===== config.mk =====
export PLATFORM = sky130hd
export DESIGN_NAME = pc_sequencer
export DESIGN_NICKNAME = d
export VERILOG_FILES = /design/src/rtl/pico_ctrl_pkg.sv /design/src/rtl/pc_sequencer_mc_counter.sv /design/src/rtl/pc_sequencer.sv
export SDC_FILE = /design/constraint.sdc
export NUM_CORES = 1
export LEC_CHECK = 0
export CAP_MARGIN = 15
export CORE_UTILIZATION = 35
export DETAILED_ROUTE_END_ITERATION = 10
export DONT_BUFFER_PORTS = 1
export PLACE_DENSITY = 0.53
export SLEW_MARGIN = 20
export SYNTH_ARGS = -nofsm -noshare
export SYNTH_HDL_FRONTEND = slang
export SYNTH_SLANG_ARGS = --single-unit

===== constraint.sdc =====
create_clock -name clk -period 6.2 [get_ports clk]
set_input_delay 1.24 -clock clk [delete_from_list [all_inputs] [get_ports clk]]
set_output_delay 1.24 -clock clk [all_outputs]
set_load 0.01 [all_outputs]

===== src/rtl/pico_ctrl_pkg.sv =====
// pico_ctrl_pkg: shared state encoding and default widths for the pico-MIPS control path
package pico_ctrl_pkg;
  typedef enum logic [2:0] {S_INIT, S_RUN, S_MC, S_WAIT, S_HALT} seq_state_t;
  localparam int ADDR_SZ_DEF = 6;
  localparam int MC_W_DEF = 4;
endpackage


===== src/rtl/pc_sequencer_mc_counter.sv =====
// mc_counter: loadable down-counter that flags the final stall cycle of a multi-cycle instruction
module mc_counter #(
  parameter int W = 4
) (
  input  logic         clk,
  input  logic         reset,
  input  logic         load,
  input  logic         dec,
  input  logic [W-1:0] din,
  output logic         is_one
);
  logic [W-1:0] cnt;
  always_ff @(posedge clk)
    cnt <= reset ? '0 : load ? din : dec ? cnt - W'(1) : cnt;
  assign is_one = cnt == W'(1);
endmodule


===== src/rtl/pc_sequencer.sv =====
// pc_sequencer: Mealy control FSM driving pc halt/branch and per-instruction commit
module pc_sequencer
  import pico_ctrl_pkg::*;
#(
  parameter int AddrSz = ADDR_SZ_DEF,
  parameter int McW    = MC_W_DEF
) (
  input  logic              clk,
  input  logic              reset,
  input  logic              stop_req,
  input  logic              wait_req,
  input  logic              ext_valid,
  input  logic              mc_req,
  input  logic [McW-1:0]    mc_cycles,
  input  logic              branch_req,
  input  logic              branch_cond,
  input  logic [AddrSz-1:0] branch_offset,
  input  logic              resume,
  output logic              pc_halt,
  output logic              pc_rel_branch,
  output logic [AddrSz-1:0] pc_offset,
  output logic              commit,
  output logic              ext_ack,
  output logic              busy
);
  seq_state_t state, cur, nxt;
  logic mc_load, mc_dec, mc_one;
  // reset forces the S_INIT outputs in the same cycle, not just on the next one
  assign cur = reset ? S_INIT : state;
  always_comb begin
    nxt = cur;
    pc_halt = 1'b0;
    pc_rel_branch = 1'b0;
    commit = 1'b0;
    ext_ack = 1'b0;
    mc_load = 1'b0;
    case (cur)
      S_INIT: begin
        pc_halt = 1'b1;
        nxt = S_RUN;
      end
      S_RUN:
        if (stop_req) begin
          pc_halt = 1'b1;
          commit = 1'b1;
          nxt = S_HALT;
        end else if (wait_req) begin
          pc_halt = !ext_valid;
          ext_ack = ext_valid;
          commit = ext_valid;
          nxt = ext_valid ? S_RUN : S_WAIT;
        end else if (mc_req && mc_cycles != '0) begin
          pc_halt = 1'b1;
          mc_load = 1'b1;
          nxt = S_MC;
        end else begin
          pc_rel_branch = branch_req & branch_cond;
          commit = 1'b1;
        end
      S_MC: begin
        pc_halt = !mc_one;
        commit = mc_one;
        nxt = mc_one ? S_RUN : S_MC;
      end
      S_WAIT: begin
        pc_halt = !ext_valid;
        ext_ack = ext_valid;
        commit = ext_valid;
        nxt = ext_valid ? S_RUN : S_WAIT;
      end
      S_HALT: begin
        pc_halt = !resume;
        nxt = resume ? S_RUN : S_HALT;
      end
      default: nxt = S_INIT;
    endcase
  end
  assign mc_dec = cur == S_MC && !mc_one;
  assign pc_offset = pc_rel_branch ? branch_offset : '0;
  assign busy = cur != S_RUN;
  always_ff @(posedge clk)
    state <= reset ? S_INIT : nxt;
  mc_counter #(.W(McW)) u_mc (
    .clk(clk),
    .reset(reset),
    .load(mc_load),
    .dec(mc_dec),
    .din(mc_cycles),
    .is_one(mc_one)
  );
endmodule


==> Word level (Yosys, flattened, before mapping) <==
Index checks and enable logic that the tools add are counted.
{ "classes": {"eq_ne": 6, "reduce_logical": 8, "n_mux": 29, "addsub": 1, "n_bitwise": 1} }
{ "op_table": {"columns": ["cell", "n"], "rows": [
  ["$mux W1", 15],
  ["$mux W3", 5],
  ["$pmux W3 S5", 1],
  ["$mux W4", 2],
  ["$eq A3 B2 Y1 const B", 2],
  ["$mux W6", 1],
  ["$pmux W1 S5", 1],
  ["$eq A4 B1 Y1 const B", 1],
  ["$mux W2", 2],
  ["$reduce_bool A4 Y1", 1],
  ["$sub A4 B1 Y4 const B", 1],
  ["$eq A3 B1 Y1 const B", 1],
  ["$eq A3 B3 Y1 const B", 1],
  ["$logic_not A1 Y1", 3],
  ["$logic_not A3 Y1", 1],
  ["$ne A3 B1 Y1 const B", 1],
  ["$pmux W1 S3", 1],
  ["$logic_and A1 B1 Y1", 2],
  ["$pmux W1 S2", 1],
  ["$reduce_bool A2 Y1", 1],
  ["$and A1 B1 Y1", 1]
]} }
{ "totals": {"inputBits": 19, "regBits": 7, "out_inout_bits": 11, "elab_cells": 47} }

==> Depth between registers and ports, before layout <==
{ "depth": {"ltp_word": 7, "depth_mapped": 7, "mapped_depth_nobuf": 6} }

==> By module <==
From an unflattened synthesis, not the netlist that was laid out.
{ "unflattened": {"cells_unflattened": 82, "area_unflattened_um2": 659.4} }
{ "modules_own_cells": {"columns": ["module", "area_each_um2", "instances", "cells_each", "seq_area_each_um2"], "rows": [
  ["pc_sequencer", 412.9, 1, 55, 60.1],
  ["mc_counter", 246.5, 1, 27, 80.1]
]} }

==> Worst setup path before layout <==
OpenSTA, ideal clock, no wires.
{ "synth_path": {"path_kind": "input port to output port", "start": "input port reset", "end": "output port pc_offset[0]", "path_buffers": 2, "t_required_ps": 4960, "stages": 6, "setup_slack_ps": 2427, "t_arrival_ps": 2533, "cell_sequence": "or4b_4 -> buf_6 -> nor2_1 -> and3_1 -> buf_2 -> and2_1"} }
{ "synth_between": {"elab_chain_cells": 4} }
{ "synth_lines": {"columns": ["element", "line_no", "text"], "rows": [
  ["from (decl)", "pc_sequencer.sv:9", "input logic reset,"],
  ["$mux W3", "pc_sequencer.sv:29", "assign cur = reset ? S_INIT : state;"],
  ["$eq A3 B1 Y1", "pc_sequencer.sv:37", "case (cur)"],
  ["$mux W1", "pc_sequencer.sv:37", null],
  ["net pc_rel_branch", "pc_sequencer.sv:20", "output logic pc_rel_branch,"],
  ["$mux W6", "pc_sequencer.sv:79", "assign pc_offset = pc_rel_branch ? branch_offset : '0;"],
  ["to (decl)", "pc_sequencer.sv:21", "output logic [AddrSz-1:0] pc_offset,"]
]} }
The timed path passes the listed nets, and every way through them passes these cells.

==> Worst setup path in the final report <==
{ "layout_path": {"start": "input port mc_cycles[1]", "end": "output port commit"} }
{ "layout_between": {"elab_chain_cells": 6} }
{ "layout_lines": {"columns": ["element", "line_no", "text"], "rows": [
  ["from (decl)", "pc_sequencer.sv:14", "input logic [McW-1:0] mc_cycles,"],
  ["$reduce_bool A4 Y1", "pc_sequencer.sv:52", "end else if (mc_req && mc_cycles != '0) begin"],
  ["$logic_and A1 B1 Y1", "pc_sequencer.sv:52", null],
  ["$mux W1", "pc_sequencer.sv:52", null],
  ["$mux W1", "pc_sequencer.sv:47", "end else if (wait_req) begin"],
  ["$mux W1", "pc_sequencer.sv:43", "if (stop_req) begin"],
  ["$pmux W1 S3", "pc_sequencer.sv:37", null],
  ["to (decl)", "pc_sequencer.sv:22", "output logic commit,"]
]} }
Every way passes these cells.

==> flow_metrics.py <==
metrics = {
    "status": {
        "violations": "DRC",
        "status": "complete, but fails checks",
    },
    "timing": {
        "tightestPinTransition_ns": 0.903,
        "rsz0062_at_grt": "false",
        "fmax_ghz": 0.249,
        "setup-tns-final_ns": 0,
        "finalSetupViolCount": 0,
        "fin_crit_ns": 4.01,
        "finClkSkew_ns": 0.00875,
        "drv_slew": 0,
        "relSlewSlack_pct": 39.0,
        "hold_viol": 0,
        "finalCritPeriodShare_pct": 64.7,
    },
    "layout": {
        "synthToLayoutAreaGrowth_pct": 1.02,
        "diodes": 0,
        "stdcell_count": 93,
        "drive_gt1_share_pct": 7.79,
        "layout_commonest_cell": "nor2_1",
        "nFillCells": 176,
        "layout.nets": 99,
        "final_cell_mix": "nor2_1, dfxtp_1, and2_1",
    },
    "die": {
        "io_pins": 30,
        "start_util_pct": 39.0,
        "die_h_um": 43.9,
        "fp.dieW_um": 43.9,
        "std_cell_rows": 14,
        "dieArea_mm2": 0.00193,
        "core-area_mm2": 0.00158,
    },
    "global_route": {
        "grt_max_degree": 13,
        "grt_antenna_before_repair": 0,
        "first_global_vias": 537,
        "grt_usage_pct": 16.4,
        "grt_first_pass_wirelength_um": 2280,
        "overflow": 0,
    },
    "drt": {
        "via_count": 555,
        "drt-vias-per-instance": 5.97,
        "first_pass_iters": 7,
        "first_iter_violations": 4,
        "routed_wl_um": 1380,
        "ant_nets": 0,
        "drc": 1,
        "wl_per_cell_um": 14.9,
    },
    "worst_setup_path": {
        "cp-start-kind": "primary input",
        "crit_fanout": 6,
        "critPathKind": "primary input to output port",
        "arrival_ns": 2.77,
        "crit_path_end_kind": "output port",
        "critPathRequiredTime_ns": 4.96,
    },
    "job": {
        "maxCapViolations": 0,
    },
    "yosys": {
        "async_flop_share_pct": 0,
        "synth_top_area_share_pct": 22.8,
        "syn-num-nets": 100,
        "synth_top_cell_by_area": "dfxtp_1",
        "seq_area_frac_synth_pct": 22.8,
        "netlist_instances": 79,
        "synthFlopType": "dfxtp_1",
        "syn_avg_cell_area_um2": 7.79,
        "synth_edf_count": 0,
        "ys_ff_latch": 7,
        "synth.cell_area_um2": 616,
        "ys_warn_count": 0,
        "synthTopCellsByArea": "dfxtp_1, and2_1, nor2_1",
        "ys_types": 38,
    },
    "placement": {
        "hpwlAfterDp_um": 1070,
        "port_buffers": 0,
        "finalWeightedCongestion": 0.709,
        "dp.cells": 89,
    },
    "clock_tree": {
        "path_clk_slew_ns": 0.06,
        "post_cts_buffers": 0,
        "cts_tree": "built",
        "h-tree-depth": 1,
        "ctsHoldBuffers": 0,
        "clock_sinks": 7,
        "cts_made_buffers": 3,
        "cts_max_path_buffers": 2,
        "cts.repair.resized": 0,
        "insertion_delay_ns": 0.26,
        "root_buffer": "clkbuf_4",
    },
    "power": {
        "powerDensity_mw_per_mm2": 192,
        "leakagePower_nw": 0.220,
        "ir_worst_vdd_mv": 0.0930,
    },
    "min_path": {
        "hold_class": "flip-flop to flip-flop",
    },
}
[layer usage]
layer  routed length (µm)  global-route usage, %
met5                    0                      0
met1                  674                   20.1
met4                   22                   7.88
met2                  588                   25.1
met3                   97                   6.25
[cells by family (layout without fill, tap and decap cells)]
family	Yosys count	after routing	share of synthesized area, %
adder cells (fa/ha/maj)	2	2	4.06
buffers and inverters	9	7	8.33
AND/OR/NAND/NOR	40	40	37.8
flip-flops	7	7	22.8
XOR/XNOR	2	2	2.85
AO/OA/AOI/OAI	16	16	19.1
multiplexers	3	3	5.08
[registers in the layout (all words and copies together), names as in the netlist]
| name | cells |
|---|---|
| state | 3 |
| u_mc.cnt | 4 |
[final timing paths]
check               startpoint           to  slack, ns  cells after the start
hold reg to reg    u_mc.cnt[3]  u_mc.cnt[3]       0.53                      2
hold / removal     u_mc.cnt[3]  u_mc.cnt[3]       0.53                      2
setup reg to reg      state[0]  u_mc.cnt[0]       4.22                      3
setup / recovery  mc_cycles[1]       commit       2.19                      4
[stage by stage]
stage / worst slack, ns / power (mW) / cell area, µm² / util (%) / hold slack, ns
floorplan: 2.43 / 0.0753 / 616 / - / 0.508
global placement: 2.27 / 0.0758 / 596 / 37.8 / 0.515
detailed placement: 2.20 / 0.0759 / 596 / 37.8 / 0.521
CTS: 2.17 / 0.120 / 622 / 39.4 / 0.527
global route: 2.05 / 0.127 / 622 / 39.4 / 0.578
finish: 2.19 / 0.119 / 622 / 39.4 / 0.525
[critical path, stage by stage]
cell and delay [ns]:
o41ai_1 0.82, mux2i_1 0.24, nor2b_1 0.20, o22ai_1 0.27
[area by class of cell]
type	count	area [µm²]	share of cell area, %
Clock buffer	4	26.3	4.23
Inverter	3	11.3	1.81
Multi-Input combinational cell	63	424	68.2
Sequential cell	7	140	22.5
Tap cell	16	20.0	3.22
[synth_stat cells, drive strengths merged, types with 2 or more instances]
cell type,count
nor2b,2
nor3b,2
clkbuf,2
nand2,4
xnor2,2
dfxtp,7
nor2,10
inv,3
nor3,2
buf,4
ha,2
mux2i,2
a211oi,2
or3,4
and2,6
and3,2
a31oi,2
a21oi,2
[power breakdown]
part | total (mW) | switching, mW | internal, mW
Sequential | 0.0536 | 0.00564 | 0.0480
Combinational | 0.0214 | 0.0108 | 0.0106
Clock | 0.0443 | 0.0195 | 0.0247
Note: power is estimated with default switching activity, not from simulation.
